==> config.mk <==
export PLATFORM = sky130hd
export DESIGN_NAME = throughout_mon
export DESIGN_NICKNAME = d
export VERILOG_FILES = /design/src/rtl/throughout_mon_pkg.sv /design/src/rtl/sat_cnt.sv /design/src/rtl/throughout_mon.sv
export SDC_FILE = /design/constraint.sdc
export NUM_CORES = 1
export LEC_CHECK = 0
export ABC_AREA = 1
export CORE_MARGIN = 3
export CORE_UTILIZATION = 27
export DETAILED_ROUTE_END_ITERATION = 10
export PLACE_DENSITY = 0.72
export SLEW_MARGIN = 20
export SYNTH_ARGS = -nofsm -noshare
export SYNTH_HDL_FRONTEND = slang
export SYNTH_HIERARCHICAL = 1
export SYNTH_SLANG_ARGS = --single-unit
export TNS_END_PERCENT = 10
==> constraint.sdc <==
create_clock -name clock -period 1 [get_ports clock]
set_clock_uncertainty 0.15 [all_clocks]
set_input_delay 0.1 -clock clock [delete_from_list [all_inputs] [get_ports clock]]
set_output_delay 0.1 -clock clock [all_outputs]
set_load 0.05 [all_outputs]
==> src/rtl/throughout_mon_pkg.sv <==
// Shared definitions for the throughout_mon checker.
//   LenMax     : largest legal window length.
//   DefCntW    : default width of the pass/fail tallies.
//   cnt_t      : tally type at the default width.
//   fail_num_w : width needed to report how many attempts one fail pulse killed.
package throughout_mon_pkg;

  localparam int unsigned LenMax  = 32;
  localparam int unsigned DefCntW = 16;

  typedef logic [DefCntW-1:0] cnt_t;

  // Up to len attempts can be in flight, so the count needs to reach len itself.
  function automatic int unsigned fail_num_w(input int unsigned len);
    return $clog2(len + 1);
  endfunction

endpackage

==> src/rtl/sat_cnt.sv <==
// Saturating accumulator: adds inc_i when en_i is high and sticks at all-ones.
// Ports:
//   clk_i  : clock, rising edge
//   rst_ni : synchronous active-low clear
//   en_i   : add enable
//   inc_i  : increment value
//   cnt_o  : current tally
module sat_cnt
  import throughout_mon_pkg::*;
#(
  parameter int unsigned Width = DefCntW,
  parameter int unsigned IncW  = 1
) (
  input  logic             clk_i,
  input  logic             rst_ni,
  input  logic             en_i,
  input  logic [IncW-1:0]  inc_i,
  output logic [Width-1:0] cnt_o
);

  // One spare bit so the carry out of the add is visible.
  localparam int unsigned SumW = ((Width > IncW) ? Width : IncW) + 1;

  logic [Width-1:0] cnt_q, cnt_d;
  logic [SumW-1:0]  sum;

  always_comb begin
    sum   = SumW'(cnt_q) + SumW'(inc_i);
    cnt_d = cnt_q;
    if (en_i) begin
      cnt_d = (sum > SumW'({Width{1'b1}})) ? {Width{1'b1}} : sum[Width-1:0];
    end
  end

  always_ff @(posedge clk_i) begin
    if (!rst_ni) begin
      cnt_q <= '0;
    end else begin
      cnt_q <= cnt_d;
    end
  end

  assign cnt_o = cnt_q;

endmodule

==> src/rtl/throughout_mon.sv <==
// Run-time checker for: $rose(trig) |=> (hold throughout cond[*LEN]), with dis acting as
// a synchronous disable. Each attempt is reported by a one-cycle pass or fail pulse.
// Optional tallies are built only when THROUGHOUT_MON_COUNT_EN is defined; otherwise
// pass_cnt/fail_cnt read 0.
// Ports:
//   clock    : clock, rising edge
//   resetn   : synchronous active-low reset
//   dis      : synchronous abort, drops all in-flight attempts silently
//   trig     : antecedent, an attempt starts on its rise
//   hold     : must stay high throughout the window
//   cond     : must be high for LEN consecutive cycles
//   pass     : registered pulse, an attempt completed
//   fail     : registered pulse, in-flight attempts were killed
//   fail_num : number of attempts killed by the current fail pulse
//   active   : combinational, at least one attempt in flight
//   pass_cnt : saturating pass tally
//   fail_cnt : saturating fail tally
module throughout_mon
  import throughout_mon_pkg::*;
#(
  parameter int unsigned LEN   = 2,
  parameter int unsigned CNT_W = $bits(cnt_t)
) (
  input  logic                        clock,
  input  logic                        resetn,
  input  logic                        dis,
  input  logic                        trig,
  input  logic                        hold,
  input  logic                        cond,
  output logic                        pass,
  output logic                        fail,
  output logic [fail_num_w(LEN)-1:0]  fail_num,
  output logic                        active,
  output logic [CNT_W-1:0]            pass_cnt,
  output logic [CNT_W-1:0]            fail_cnt
);

  localparam int unsigned FnW = fail_num_w(LEN);

  if (LEN < 1 || LEN > LenMax) begin : gen_bad_len
    $error("throughout_mon: LEN out of range");
  end

  logic           trig_q;
  logic           ok, rose;
  logic [LEN-1:0] pend_q, pend_d;
  logic [FnW-1:0] pop;
  logic           pass_q, pass_d;
  logic           fail_q, fail_d;
  logic [FnW-1:0] fnum_q, fnum_d;

  // Loads through reset so a trig held high across reset is not seen as a rise.
  always_ff @(posedge clock) begin
    trig_q <= trig;
  end

  always_comb begin
    ok   = hold & cond;
    rose = trig & ~trig_q;
    pop  = '0;
    for (int unsigned i = 0; i < LEN; i++) begin
      pop = pop + FnW'(pend_q[i]);
    end
    pend_d = '0;
    pass_d = 1'b0;
    fail_d = 1'b0;
    fnum_d = '0;
    if (!dis) begin
      if (ok) begin
        // pend[k] = attempt on its (k+1)-th check; the top bit leaving means LEN good cycles.
        pend_d = pend_q << 1;
        pass_d = pend_q[LEN-1];
      end else begin
        fnum_d = pop;
        fail_d = |pend_q;
      end
      // A new attempt is enqueued regardless of the verdict on older ones.
      pend_d[0] = pend_d[0] | rose;
    end
  end

  always_ff @(posedge clock) begin
    if (!resetn) begin
      pend_q <= '0;
      pass_q <= 1'b0;
      fail_q <= 1'b0;
      fnum_q <= '0;
    end else begin
      pend_q <= pend_d;
      pass_q <= pass_d;
      fail_q <= fail_d;
      fnum_q <= fnum_d;
    end
  end

  assign pass     = pass_q;
  assign fail     = fail_q;
  assign fail_num = fnum_q;
  assign active   = |pend_q;

`ifdef THROUGHOUT_MON_COUNT_EN
  sat_cnt #(
    .Width (CNT_W),
    .IncW  (1)
  ) u_pass_cnt (
    .clk_i  (clock),
    .rst_ni (resetn),
    .en_i   (pass_d),
    .inc_i  (1'b1),
    .cnt_o  (pass_cnt)
  );

  sat_cnt #(
    .Width (CNT_W),
    .IncW  (FnW)
  ) u_fail_cnt (
    .clk_i  (clock),
    .rst_ni (resetn),
    .en_i   (fail_d),
    .inc_i  (fnum_d),
    .cnt_o  (fail_cnt)
  );
`else
  assign pass_cnt = '0;
  assign fail_cnt = '0;
`endif

endmodule

==> results.sh, run 1 <==
export IMPL_status="finished with violations"
export IMPL_end_kind="output port"
export IMPL_vias=305
export IMPL_first_global_vias=270
export IMPL_cts_root_buf="clkbuf_4"
export IMPL_synth_top_cell_area_share_pct=48.9
export IMPL_nNetsFinal=84
export IMPL_drcViolationCount=0
export IMPL_arrival_ps=1020
export IMPL_area_delta_synth_final_pct=29.0
export IMPL_drv_slew=0
export IMPL_cp_start_kind="flip-flop"
export IMPL_drt_iter0_drc=7
export IMPL_die_w_um=48.7
export IMPL_multi_input_area_um2=224
export IMPL_post_place_ws_ps=-73.9
export IMPL_post_route_min_period_ps=1270
export IMPL_syn_avg_cell_area_um2=8.48
export IMPL_h_tree_depth=1
export IMPL_syn_instance_count=58
export IMPL_io_pins=43
export IMPL_seq_area_um2=148
export IMPL_numCtsBuffers=3
export IMPL_die_y_um=48.7
export IMPL_die_area_um2=2370
export IMPL_grtUsageTotal_pct=6.15
export IMPL_routabilityCongestion=0.733
export IMPL_ctsLongestPathBuffers=2
export IMPL_cts_reportedPaths_clkPinSlew_ps=50
export IMPL_num_fill_cells=168
export IMPL_worst_ir_drop_vdd_uv=410
export IMPL_port_buffers=10
export IMPL_crit_path_max_fanout=2
export IMPL_yosys_warnings=6
export IMPL_setup_tns_final_ps=-359
export IMPL_hold_viol=0
export IMPL_rsz0062_at_grt="true"
export IMPL_ys_types=12
export IMPL_clock_latency_ps=250
export IMPL_ant_nets=0
export IMPL_cts_hold_buf=0
export IMPL_pwr_density_cell_nw_per_um2=1370
export IMPL_syn_cell_area_um2=492
export IMPL_ys_seq_area_share_pct=28.5
export IMPL_maxCapViolations=0
export IMPL_gr_total_overflow=0
export IMPL_clock_fmax_mhz=786
export IMPL_initial_core_util_pct=30.5
export IMPL_drt_wl_total_um=760
export IMPL_synth_seq_cells=7
export IMPL_viasPerCell=3.08
export IMPL_leakagePower_nw=0.305
export IMPL_violations="setup timing"
export IMPL_grt_max_degree=5
export IMPL_wl_per_cell_um=7.68
export IMPL_std_cell_rows=14
export IMPL_core_um2=1610
export IMPL_synth_top_area_cell="buf_4"
export IMPL_diodes=0
export IMPL_grt_pass1_wl_um=1070
export IMPL_layout_drive_gt1_share_pct=36.0
export IMPL_hold_path_depth=1
export IMPL_criticalPathCategory="flip-flop to output port"
export IMPL_synth_area_top_cells="buf_4 (49%), dfxtp_1 (28%), ha_1 (5.1%)"
export IMPL_antenna_found_initial=0
export IMPL_hpwl_um=657
export IMPL_final_setup_worst_slack_ps=-273
export IMPL_setup_violations=2
export IMPL_period_share_pct=127
export IMPL_first_pass_iters=2
export IMPL_r2r_cells=5
export IMPL_cp_required_ps=750
export IMPL_cts_tree="done"
export IMPL_hold_class="input pin to flip-flop"
export IMPL_cts_sink_count=7
==> cell usage in the layout (no fill, tap or decap), drive strengths merged <==
cell / n
nor2: 4
dfxtp: 7
conb: 32
nand2: 2
nand3: 2
inv: 5
clkdlybuf4s50: 5
ha: 2
nor3: 2
buf: 9
clkinvlp: 1
clkbuf: 4
==> final timing paths <==
| check | startpoint | end | slack (ps) |
|---|---|---|---|
| worst max-delay path | pend_q[0] | active | -270 |
| worst min-delay path | trig | trig_q | 180 |
| worst max register to register | pend_q[0] | pend_q[1] | -90 |
| worst min register to register | trig_q | pend_q[0] | 240 |
==> state kept, by name, indices dropped and copies added (netlist names) <==
signal / cells
fail_num: 2
pend_q: 2
pass: 1
trig_q: 1
fail: 1
==> what timing repair did <==
action,4_1_cts,5_1_grt
pin swaps,2,0
gates resized for setup,6,1
setup buffers,1,1
cloned,0,0
setup endpoints to repair,5,2
==> cell usage after synthesis <==
| cell type | n |
|---|---|
| nor3_2 | 2 |
| ha_1 | 2 |
| conb_1 | 1 |
| nand3_1 | 1 |
| nand2_1 | 1 |
| nand2_2 | 1 |
| buf_4 | 32 |
| inv_1 | 5 |
| dfxtp_1 | 7 |
| nor2_1 | 4 |
| nand3_2 | 1 |
| inv_2 | 1 |
==> critical path, stage by stage, from the launching register on <==
cell and delay (ps):
dfxtp_2 320, inv_2 70, ha_4 140, clkinvlp_4 80, buf_12 150
==> kinds of logic (layout without fill, tap and decap cells) <==
| family | Yosys count | in the layout | share of synthesized area, % |
|---|---|---|---|
| AND/OR/NAND/NOR | 10 | 10 | 12.2 |
| adder cells (fa/ha/maj) | 2 | 2 | 5.09 |
| other | 1 | 32 | 0.763 |
| flip-flops | 7 | 7 | 28.5 |
| buffers and inverters | 38 | 24 | 53.4 |
==> per-layer routing <==
layer	up-vias	track usage (%)	routed length, um
met2	28	12.2	407
met5	-	0	0
met1	132	3.33	183
li1	142	-	-
met3	3	2.76	142
met4	0	7.11	27
==> power breakdown <==
group	leakage (nW)	switching [W]	total (W)	internal [W]
combinational	0.230	0.000292	0.000328	0.0000353
clock	0.0150	0.000103	0.000255	0.000152
sequential	0.0599	0.00000205	0.000286	0.000284
==> per-stage QoR <==
step           instance area [um2]  instances  utilization (%)  hold slack [ps]  power, W
4_1_cts                        621         98             38.5              180  0.000874
3_3_place_gp                   579         93             35.9              229  0.000609
5_1_grt                        634         99             39.4              186  0.000896
3_5_place_dp                   579         93             35.9              252  0.000610
6_report                       634         99             39.4              182  0.000869
2_1_floorplan                  624         89                -            -22.3  0.000673
==> layout make-up <==
type	instances	share of cell area, %
Timing Repair Buffer	14	28.4
Tap cell	24	4.73
Multi-Input combinational cell	44	35.3
Inverter	6	4.14
Clock buffer	4	4.14
Sequential cell	7	23.3
No activity file was read; power rests on OpenSTA's default activity.
==> run 2, diff against run 1 <==
CORE_ASPECT_RATIO = 0.9   (was unset)
==> results.sh, run 2 (synthesis gave the netlist of run 1 again) <==
export IMPL_p_sw_share_pct=46.0
export IMPL_clock_fmax_mhz=780
export IMPL_critPathBufInv=3
export IMPL_power_internal_w=0.000473
export IMPL_numCtsBuffers=3
export IMPL_final_common_cell="conb_1"
export IMPL_first_global_vias=234
export IMPL_diodes=0
export IMPL_cp_start_kind="flip-flop"
export IMPL_hold_class="input pin to flip-flop"
export IMPL_cts_tree="done"
export IMPL_nNetsFinal=85
export IMPL_cp_required_ps=750
export IMPL_power_frac_clock_pct=29.7
export IMPL_first_pass_iters=1
export IMPL_violations="setup timing"
export IMPL_fin_cells=98
export IMPL_drcViolationCount=0
export IMPL_drt_wl_total_um=835
export IMPL_worst_ir_drop_vdd_uv=578
export IMPL_core_um2=1580
export IMPL_cts_reportedPaths_clkPinSlew_ps=50
export IMPL_rsz0062_at_grt="true"
export IMPL_grtUsageTotal_pct=6.65
export IMPL_vias=309
export IMPL_seq_power_share_pct=32.6
export IMPL_drt_iter0_drc=0
export IMPL_period_share_pct=128
export IMPL_routabilityCongestion=0.780
export IMPL_status="finished with violations"
export IMPL_gr_total_overflow=0
export IMPL_arrival_ps=1030
export IMPL_setup_violations=1
export IMPL_end_kind="output port"
export IMPL_hpwl_um=658
export IMPL_h_tree_depth=1
export IMPL_leakagePower_nw=0.312
export IMPL_final_cell_mix="conb_1 (32), dfxtp_2 (6), clkdlybuf4s50_1 (5), buf_12 (5)"
export IMPL_die_y_um=46.5
export IMPL_grt_max_degree=5
export IMPL_ctsLongestPathBuffers=2
export IMPL_total_power_w=0.000876
export IMPL_viasPerCell=3.15
export IMPL_cts_hold_buf=0
export IMPL_criticalPathCategory="flip-flop to output port"
export IMPL_wl_per_cell_um=8.52
export IMPL_crit_chain="inv_2 -> ha_4 -> clkinvlp_4 -> buf_12"
export IMPL_dpl_cell_count=91
export IMPL_initial_core_util_pct=31.2
export IMPL_clock_latency_ps=250
export IMPL_antenna_found_initial=0
export IMPL_pwr_density_cell_nw_per_um2=1360
export IMPL_maxCapViolations=0
export IMPL_layout_drive_gt1_share_pct=36.8
export IMPL_hold_viol=0
export IMPL_std_cell_rows=13
export IMPL_combinationalPowerShare_pct=37.7
export IMPL_die_area_um2=2370
export IMPL_cts_root_buf="clkbuf_4"
export IMPL_r2r_setup_slack_ps=30
export IMPL_ant_nets=0
export IMPL_cp_top_family="flip-flops"
export IMPL_crit_path_max_fanout=2
export IMPL_drv_slew=0
export IMPL_p_switching_w=0.000403
export IMPL_grt_pass1_wl_um=917
export IMPL_io_pins=43
export IMPL_cts_sink_count=7
export IMPL_area_delta_synth_final_pct=30.8
export IMPL_final_setup_worst_slack_ps=-282
export IMPL_cpPeakStageDelay_ps=320
export IMPL_post_route_min_period_ps=1280
export IMPL_die_w_um=51.0
export IMPL_port_buffers=10
export IMPL_crit_slowest_cell="dfxtp_2"
[run 2: cell count changes in the layout (fill, tap and decap cells not counted), sizes merged]
cell,change
buf,+1
[run 2: worst paths after layout]
path         cells past startpoint     endpoint       from
min                              1       trig_q       trig
min reg2reg                      1    pend_q[0]     trig_q
max reg2reg                      4  fail_num[1]  pend_q[0]
max                              4       active  pend_q[0]
[run 2: cell type report]
class / count / area (um2)
sequential: 7 / 148
timing repair buffer: 15 / 191
clock buffer: 4 / 26.3
inverter: 6 / 26.3
multi-input combinational: 44 / 224
tap: 22 / 27.5
fill: 156 / 935
[run 2: metal layers]
layer | global-route usage, % | vias up | part of all wire (%)
met4 | 9.14 | 0 | 3.5
met3 | 6.47 | 5 | 16
met5 | 0 | - | 0
met1 | 3.09 | 136 | 23
li1 | - | 143 | -
met2 | 11.1 | 25 | 57
[run 2: repair_timing]
item | in CTS | in global routing
setup endpoints to repair | 5 | 6
setup buffers | 1 | 2
resized for setup | 5 | 3
pin swaps | 0 | 3
[run 2: power by group through the flow]
stage / sequential (W) / clock [W] / combinational, W
after floorplan: 0.000293 / 0 / 0.000380
after global placement: 0.000291 / 0 / 0.000318
after detailed placement: 0.000291 / 0 / 0.000320
after CTS: 0.000285 / 0.000275 / 0.000320
after global routing: 0.000286 / 0.000293 / 0.000339
final: 0.000286 / 0.000260 / 0.000330
[run 2: through the flow]
step	util [%]	setup TNS [ps]	area (um2)	setup slack, ps	hold slack (ps)
2_1_floorplan	-	0	624	9.25	-22.3
3_5_place_dp	36.6	-361	577	-102	229
5_1_grt	40.8	-365	643	-328	188
6_report	40.8	-282	643	-282	193
4_1_cts	39.1	-295	617	-295	186
3_3_place_gp	36.6	-271	577	-56.4	228
